==> src/rtl/spawn_scheduler_pkg.sv <==
// Shared game constants and the fill-FSM state type for the spawn scheduler.
package spawn_scheduler_pkg;

  localparam int POS_W            = 10;
  localparam int X_LIMIT_DEF      = 640;
  localparam int SPAWN_PERIOD_DEF = 60;

  typedef enum logic [1:0] {
    ST_IDLE   = 2'd0,
    ST_REQ    = 2'd1,
    ST_SETTLE = 2'd2
  } fill_state_e;

endpackage

==> src/rtl/spawn_scheduler_if.sv <==
// Generator request path and spawn handshake. Handshake: a spawn transfers on
// the rising edge where spawn_valid && spawn_ready; spawn_x is stable while valid.
interface spawn_scheduler_if import spawn_scheduler_pkg::*; ();
  logic             rand_new;
  logic [POS_W-1:0] rand_data;
  logic             spawn_valid;
  logic [POS_W-1:0] spawn_x;
  logic             spawn_ready;

  modport master (
    output rand_new, spawn_valid, spawn_x,
    input  rand_data, spawn_ready
  );

  modport slave (
    input  rand_new, spawn_valid, spawn_x,
    output rand_data, spawn_ready
  );
endinterface

==> src/rtl/spawn_scheduler_fifo.sv <==
// Small synchronous FIFO; one extra pointer bit keeps full and empty distinct.
module sync_fifo #(
  parameter int WIDTH = 8,
  parameter int DEPTH = 4
) (
  input  logic                   clock,
  input  logic                   reset,
  input  logic                   push,
  input  logic                   pop,
  input  logic [WIDTH-1:0]       din,
  output logic                   full,
  output logic                   empty,
  output logic [$clog2(DEPTH):0] count,
  output logic [WIDTH-1:0]       head
);
  localparam int AW = $clog2(DEPTH);
  localparam logic [AW:0] DEPTH_C = (AW+1)'(DEPTH);

  logic [AW:0]      wr_q, rd_q;
  logic [WIDTH-1:0] mem_q [DEPTH];
  logic             do_push, do_pop;

  assign count   = wr_q - rd_q;
  assign empty   = (wr_q == rd_q);
  assign full    = (count == DEPTH_C);
  assign do_push = push && !full;
  assign do_pop  = pop && !empty;
  assign head    = mem_q[rd_q[AW-1:0]];

  always_ff @(posedge clock) begin
    if (reset) begin
      wr_q <= '0;
      rd_q <= '0;
    end else begin
      if (do_push) wr_q <= wr_q + 1'b1;
      if (do_pop)  rd_q <= rd_q + 1'b1;
    end
  end

  always_ff @(posedge clock) begin
    if (do_push) mem_q[wr_q[AW-1:0]] <= din;
  end
endmodule

==> src/rtl/spawn_scheduler.sv <==
// Pulls range-checked positions from the generator into a FIFO and releases
// one spawn position per spawn period over a valid/ready handshake.
module spawn_scheduler import spawn_scheduler_pkg::*; #(
  parameter int DEPTH        = 4,
  parameter int X_LIMIT      = X_LIMIT_DEF,
  parameter int SPAWN_PERIOD = SPAWN_PERIOD_DEF
) (
  input  logic                   clock,
  input  logic                   reset,
  input  logic                   enable,
  input  logic                   frame_tick,
  spawn_scheduler_if.master      bus,
  output logic [$clog2(DEPTH):0] fill,
  output logic [7:0]             rejects,
  output fill_state_e            dbg_state_o,
  output logic                   dbg_due_o
);
  localparam int CW = $clog2(DEPTH) + 1;
  localparam int PW = (SPAWN_PERIOD > 1) ? $clog2(SPAWN_PERIOD) : 1;

  fill_state_e      state_q;
  logic             rand_new_q, valid_q, due_q;
  logic [POS_W-1:0] x_q;
  logic [PW-1:0]    pcnt_q;
  logic [7:0]       rejects_q;

  logic             fifo_full, fifo_empty;
  logic [CW-1:0]    fifo_count;
  logic [POS_W-1:0] fifo_head;
  logic             sample_ok, push, pop, wrap, room_after;

  always_comb begin
    sample_ok  = (int'(bus.rand_data) < X_LIMIT);
    push       = (state_q == ST_REQ) && sample_ok && !fifo_full;
    // A release may reuse the output register on the same edge it is accepted.
    pop        = due_q && !fifo_empty && (!valid_q || bus.spawn_ready);
    wrap       = enable && frame_tick && (pcnt_q == PW'(SPAWN_PERIOD - 1));
    room_after = (fifo_count - CW'(pop)) < CW'(DEPTH);
  end

  sync_fifo #(.WIDTH(POS_W), .DEPTH(DEPTH)) u_fifo (
    .clock (clock),
    .reset (reset),
    .push  (push),
    .pop   (pop),
    .din   (bus.rand_data),
    .full  (fifo_full),
    .empty (fifo_empty),
    .count (fifo_count),
    .head  (fifo_head)
  );

  always_ff @(posedge clock) begin
    if (reset) begin
      state_q    <= ST_IDLE;
      rand_new_q <= 1'b0;
      valid_q    <= 1'b0;
      x_q        <= '0;
      pcnt_q     <= '0;
      due_q      <= 1'b0;
      rejects_q  <= '0;
    end else begin
      rand_new_q <= 1'b0;
      case (state_q)
        ST_IDLE: begin
          if (enable && !fifo_full) begin
            state_q    <= ST_REQ;
            rand_new_q <= 1'b1;
          end
        end
        ST_REQ: begin
          state_q <= ST_SETTLE;
          if (!sample_ok && rejects_q != 8'hFF) rejects_q <= rejects_q + 8'd1;
        end
        ST_SETTLE: begin
          if (enable && room_after) begin
            state_q    <= ST_REQ;
            rand_new_q <= 1'b1;
          end else begin
            state_q <= ST_IDLE;
          end
        end
        default: state_q <= ST_IDLE;
      endcase

      if (enable && frame_tick) pcnt_q <= wrap ? '0 : pcnt_q + 1'b1;
      // Only one spawn can be pending; wraps while pending are absorbed.
      due_q <= wrap || (due_q && !pop);

      if (pop) begin
        valid_q <= 1'b1;
        x_q     <= fifo_head;
      end else if (bus.spawn_ready) begin
        valid_q <= 1'b0;
      end
    end
  end

  assign bus.rand_new    = rand_new_q;
  assign bus.spawn_valid = valid_q;
  assign bus.spawn_x     = x_q;
  assign fill            = fifo_count;
  assign rejects         = rejects_q;
  assign dbg_state_o     = state_q;
  assign dbg_due_o       = due_q;
endmodule

==> src/flat_wrapper.sv <==
// flat-port wrapper written by rule: the top's interface ports become plain ports
module spawn_scheduler_flat import spawn_scheduler_pkg::*;
#(
  parameter int DEPTH        = 4,
  parameter int X_LIMIT      = X_LIMIT_DEF,
  parameter int SPAWN_PERIOD = SPAWN_PERIOD_DEF
)
  (clock, reset, enable, frame_tick, fill, rejects, dbg_state_o, dbg_due_o, bus_rand_new, bus_spawn_valid, bus_spawn_x, bus_rand_data, bus_spawn_ready);
  spawn_scheduler_if bus_i ();
  input  logic clock;
  input  logic reset;
  input  logic enable;
  input  logic frame_tick;
  output logic [$clog2(DEPTH):0] fill;
  output logic [7:0] rejects;
  output fill_state_e dbg_state_o;
  output logic dbg_due_o;
  output wire logic [$bits(bus_i.rand_new)-1:0] bus_rand_new;
  output wire logic [$bits(bus_i.spawn_valid)-1:0] bus_spawn_valid;
  output wire logic [$bits(bus_i.spawn_x)-1:0] bus_spawn_x;
  input wire logic [$bits(bus_i.rand_data)-1:0] bus_rand_data;
  input wire logic [$bits(bus_i.spawn_ready)-1:0] bus_spawn_ready;
  assign bus_rand_new = bus_i.rand_new;
  assign bus_spawn_valid = bus_i.spawn_valid;
  assign bus_spawn_x = bus_i.spawn_x;
  assign bus_i.rand_data = bus_rand_data;
  assign bus_i.spawn_ready = bus_spawn_ready;
  spawn_scheduler #(.DEPTH(DEPTH), .X_LIMIT(X_LIMIT), .SPAWN_PERIOD(SPAWN_PERIOD)) u_core (.clock(clock), .reset(reset), .enable(enable), .frame_tick(frame_tick), .bus(bus_i), .fill(fill), .rejects(rejects), .dbg_state_o(dbg_state_o), .dbg_due_o(dbg_due_o));
endmodule
==> config.mk <==
export PLATFORM = sky130hd
export DESIGN_NAME = spawn_scheduler_flat
export DESIGN_NICKNAME = d
export VERILOG_FILES = /design/src/rtl/spawn_scheduler_pkg.sv /design/src/rtl/spawn_scheduler_if.sv /design/src/rtl/spawn_scheduler_fifo.sv /design/src/rtl/spawn_scheduler.sv /design/src/flat_wrapper.sv
export SDC_FILE = /design/constraint.sdc
export NUM_CORES = 1
export LEC_CHECK = 0
export ABC_AREA = 1
export CAP_MARGIN = 5
export CORE_MARGIN = 4
export CORE_UTILIZATION = 54
export DETAILED_ROUTE_END_ITERATION = 10
export MAX_ROUTING_LAYER = met4
export PLACE_DENSITY = 0.89
export SYNTH_ARGS = -nofsm -noshare
export SYNTH_HDL_FRONTEND = slang
export SYNTH_SLANG_ARGS = --single-unit
==> constraint.sdc <==
create_clock -name clock -period 2.68 [get_ports clock]
set_input_delay 0.67 -clock clock [delete_from_list [all_inputs] [get_ports clock]]
set_output_delay 0.67 -clock clock [all_outputs]
set_load 0.02 [all_outputs]
==> summary.md <==
The flow ran to the end, and the final reports show no timing, DRC or antenna violations. The sequential cell area fraction in the yosys report was 60.1%. Detailed placer's ending HPWL: 4.88 mm.

The tools report the data arrival time of the worst path as 1.89 ns. The run gives 2 as the clock tree buffer depth. For the number of nets in the layout, the log shows 397. The number of nets handed over by synthesis was 348. After synthesis, the netlist uses 27 different library cells.

The logs give 41 for the number of placed I/O pins and 0 for the final count of pins violating max slew. The floorplan core area was 5610 sq um; the number of buffers created by CTS was 9. Using the TritonRoute via totals, the vias-per-cell ratio works out to 5.44. Worst clock skew: 0.0117 ns. The tools report the startpoint of the worst hold path as u_core.pcnt_q[5]. For this design the static power due to leakage is 1.44 nW. After detailed routing, the average wire length per cell comes to 15.0 um.

The pin count of the biggest net entering global routing is 23. The detailed router placed 2444 vias in this run. Worst hold-check path type: reg -> reg. The tree is rooted in a clkbuf_8.

The routed design has 6.76 mm of wire. Setup violations remaining at the end of the flow were counted as 0. The global placement routability congestion is 0.851. Summed over all failing endpoints, the final setup total negative slack is 0 ns. The vertical die dimension works out to 84.5 um.

Dividing total power by cell area gives a power density of 551 nW/um^2. TritonCTS built the clock tree. The highest fanout seen on the critical path is 4, and the count of routing violations after the opening detailed-route iteration is 214.

The number of cells on the worst reg-to-reg path is 9, and the die span in x is 84.5 um. Yosys printed 0 warnings. The clock reaches the later pin of the worst-skew pair after 0.34 ns. The number of synthesized register bits works out to 75. For this run the aggregate overflow at the end of global routing stands at 0.

The logs give 0 for the final hold violation count and 2299 for the number of global-route vias before repair. Of the cells placed in the final design, the portion with a size suffix greater than 1 is 9.02%. The critical path is of the reg -> out type. Setup repair after global routing left no endpoint under its margin. The worst setup path is captured at a primary output. The DRC violation count after routing is 0. The floorplan step defined a die boundary enclosing 7150 sq um. The logs give 0 for the max-capacitance violation count and 56.4% for the initial cell density of the core. The worst hold path terminates at u_core.pcnt_q[5]. The clock drives 75 sinks. The count of input and output buffers came out at 40. For this run, the share of the core covered by cells in the final layout is 68.3%. Reg-to-reg startpoint: u_core.u_fifo.wr_q[0].

The worst slew margin relative to its limit is 62.3%, and the part of the cycle the worst path needs is 95.6%. At the pin with the least slew margin, the transition time is 0.565 ns. STA classifies the critical path startpoint as a register. The layout filler cell count was 428. The first global-routing pass estimated 11.0 mm of wire. All-layer global routing usage: 20.1%.

The worst register-to-register path has a setup slack of 0.47 ns. Peak supply drop: 453 uV. In this run, synthesis inferred 40 flip-flops with an integrated enable. The number of antenna diodes in the final layout is 0. For the H-tree level count, the log shows 3. Upper clock frequency limit: 0.390 GHz. The most used flip-flop cell after synthesis is edfxtp_1.

For the worst setup path, the data required time is 2.01 ns. The logs give 0 for the remaining antenna violation count and 4 for the number of search-and-repair iterations in the first detailed-routing pass. Initial antenna violation count: 0. The tools report the number of core rows as 27.

Hold repair after CTS inserted 0 buffers. The endpoint of the worst-slack reg-to-reg timing path is u_core.u_fifo.mem_q[2][5]. The worst path needs 2.56 ns of the cycle, external delays included. After synthesis, the share of flip-flops with an asynchronous set or reset is 0%.

The area overhead of the layout relative to synthesis was 21.0%; the synthesized cell area was 3160 sq um. The number of instances on the worst hold path is 2, and the clock-pin slew of the registers on the worst-case setup and hold paths is 0.08 ns. For the number of cells produced by synthesis, the log shows 323. The average footprint of a synthesized cell works out to 9.79 sq um.

After clock tree synthesis, the setup repair step added 0 buffers.
cells in the mapped netlist (2+ instances only):
| cell type | n | area, sq um |
|---|---|---|
| a21oi_1 | 19 | 95.1 |
| and3_1 | 2 | 12.5 |
| clkbuf_1 | 8 | 30.0 |
| dfxtp_1 | 35 | 701 |
| edfxtp_1 | 40 | 1200 |
| ha_1 | 9 | 113 |
| inv_1 | 25 | 93.8 |
| nand2_1 | 38 | 143 |
| nand2_2 | 3 | 18.8 |
| nand2_4 | 2 | 22.5 |
| nand3_1 | 10 | 50.1 |
| nand3_2 | 3 | 30.0 |
| nand3b_1 | 2 | 15.0 |
| nor2_1 | 60 | 225 |
| nor3_1 | 3 | 15.0 |
| nor3b_1 | 3 | 22.5 |
| o21ai_0 | 38 | 190 |
| o22ai_1 | 10 | 62.6 |
| xor2_1 | 5 | 43.8 |
registers in the layout (all words and copies together), names as in the netlist:
signal and flops:
u_core.bus.rand_new 1, u_core.bus.spawn_valid 1, u_core.bus.spawn_x 10, u_core.dbg_due_o 1
u_core.dbg_state_o 2, u_core.pcnt_q 6, u_core.rejects 8, u_core.u_fifo.mem_q 40
u_core.u_fifo.rd_q 3, u_core.u_fifo.wr_q 3
layout make-up:
type                    instances  area, sq um  area share, %
clock buffers                  10          128           3.33
clock inverters                 6         46.3           1.21
inverters                      26         97.6           2.55
multi-input cells             211         1100           28.8
flip-flops and latches         75         1900           49.7
well taps                      72         90.1           2.35
repair buffers                 49          462           12.1
routing by layer:
layer	global-route usage, %	part of all wire, %	wire (um)	up-vias
met5	-	0	0	-
met4	7.63	1.5	101	0
met3	5.10	7.5	506	11
met2	30.8	47	3170	94
met1	25.8	44	2980	1138
li1	-	-	-	1201
repair_timing:
action	CTS	global route
setup endpoints to repair	2	2
cloned	0	0
gates resized for setup	4	2
through the flow:
stage	power, mW	cells	instance area, sq um	setup slack (ns)	hold slack, ns
6_report	2.11	449	3830	0.117	0.491
5_1_grt	2.18	449	3830	0.0280	0.526
4_1_cts	2.13	449	3830	0.0362	0.489
3_5_place_dp	1.36	433	3660	0.0761	0.477
3_3_place_gp	1.35	433	3660	0.145	0.458
2_1_floorplan	1.30	323	3160	0.315	0.447
worst max-delay path, cell delays in order, from the launching register on:
cell and delay (ns):
dfxtp_1 0.40, inv_2 0.08, ha_1 0.20, inv_1 0.07, fa_1 0.45, dlygate4sd2_1 0.34
power breakdown:
group / total, mW / internal, mW / switching [mW] / leakage [nW]
registers: 1.23 / 1.22 / 0.00937 / 0.644
clock network: 0.779 / 0.346 / 0.433 / 0.0857
logic: 0.100 / 0.0429 / 0.0574 / 0.713
how the worst max path moves through the flow:
| stage | cells past startpoint | to | startpoint |
|---|---|---|---|
| 2_1_floorplan | 7 | u_core.u_fifo.mem_q[0][0] | u_core.u_fifo.rd_q[1] |
| 3_3_place_gp | 8 | fill[2] | u_core.u_fifo.wr_q[0] |
| 3_5_place_dp | 8 | fill[2] | u_core.u_fifo.wr_q[0] |
| 4_1_cts | 8 | fill[2] | u_core.u_fifo.wr_q[0] |
| 5_1_grt | 5 | fill[1] | u_core.u_fifo.wr_q[0] |
| 6_report | 5 | fill[1] | u_core.u_fifo.wr_q[0] |
kinds of logic (layout without fill, tap and decap cells):
group	after synthesis	count (layout)	synth area share (%)
AND/OR/NAND/NOR	126	126	17.5
flip-flops	75	75	60.1
buffers and inverters	37	91	5.02
AO/OA/AOI/OAI	69	69	11.5
XOR/XNOR	6	6	1.66
adder cells (fa/ha/maj)	10	10	4.19
cell usage in the layout (no fill, tap or decap):
cell	count
a21oi_1	19
and3_1	2
buf_2	1
buf_4	9
clkbuf_1	1
clkbuf_8	9
clkdlybuf4s50_1	38
clkinv_1	1
clkinvlp_4	1
dfxtp_1	35
dlygate4sd2_1	1
edfxtp_1	40
fa_1	1
ha_1	9
inv_1	24
inv_2	2
inv_6	4
nand2_1	38
nand2_2	3
nand2_4	2
nand3_1	10
nand3_2	3
nand3b_1	2
nor2_1	60
nor3_1	3
nor3b_1	3
o21ai_0	38
o21bai_1	1
o22ai_1	10
o31ai_1	1
xnor2_1	1
xor2_1	5
Note: power is estimated with default switching activity, not from simulation.
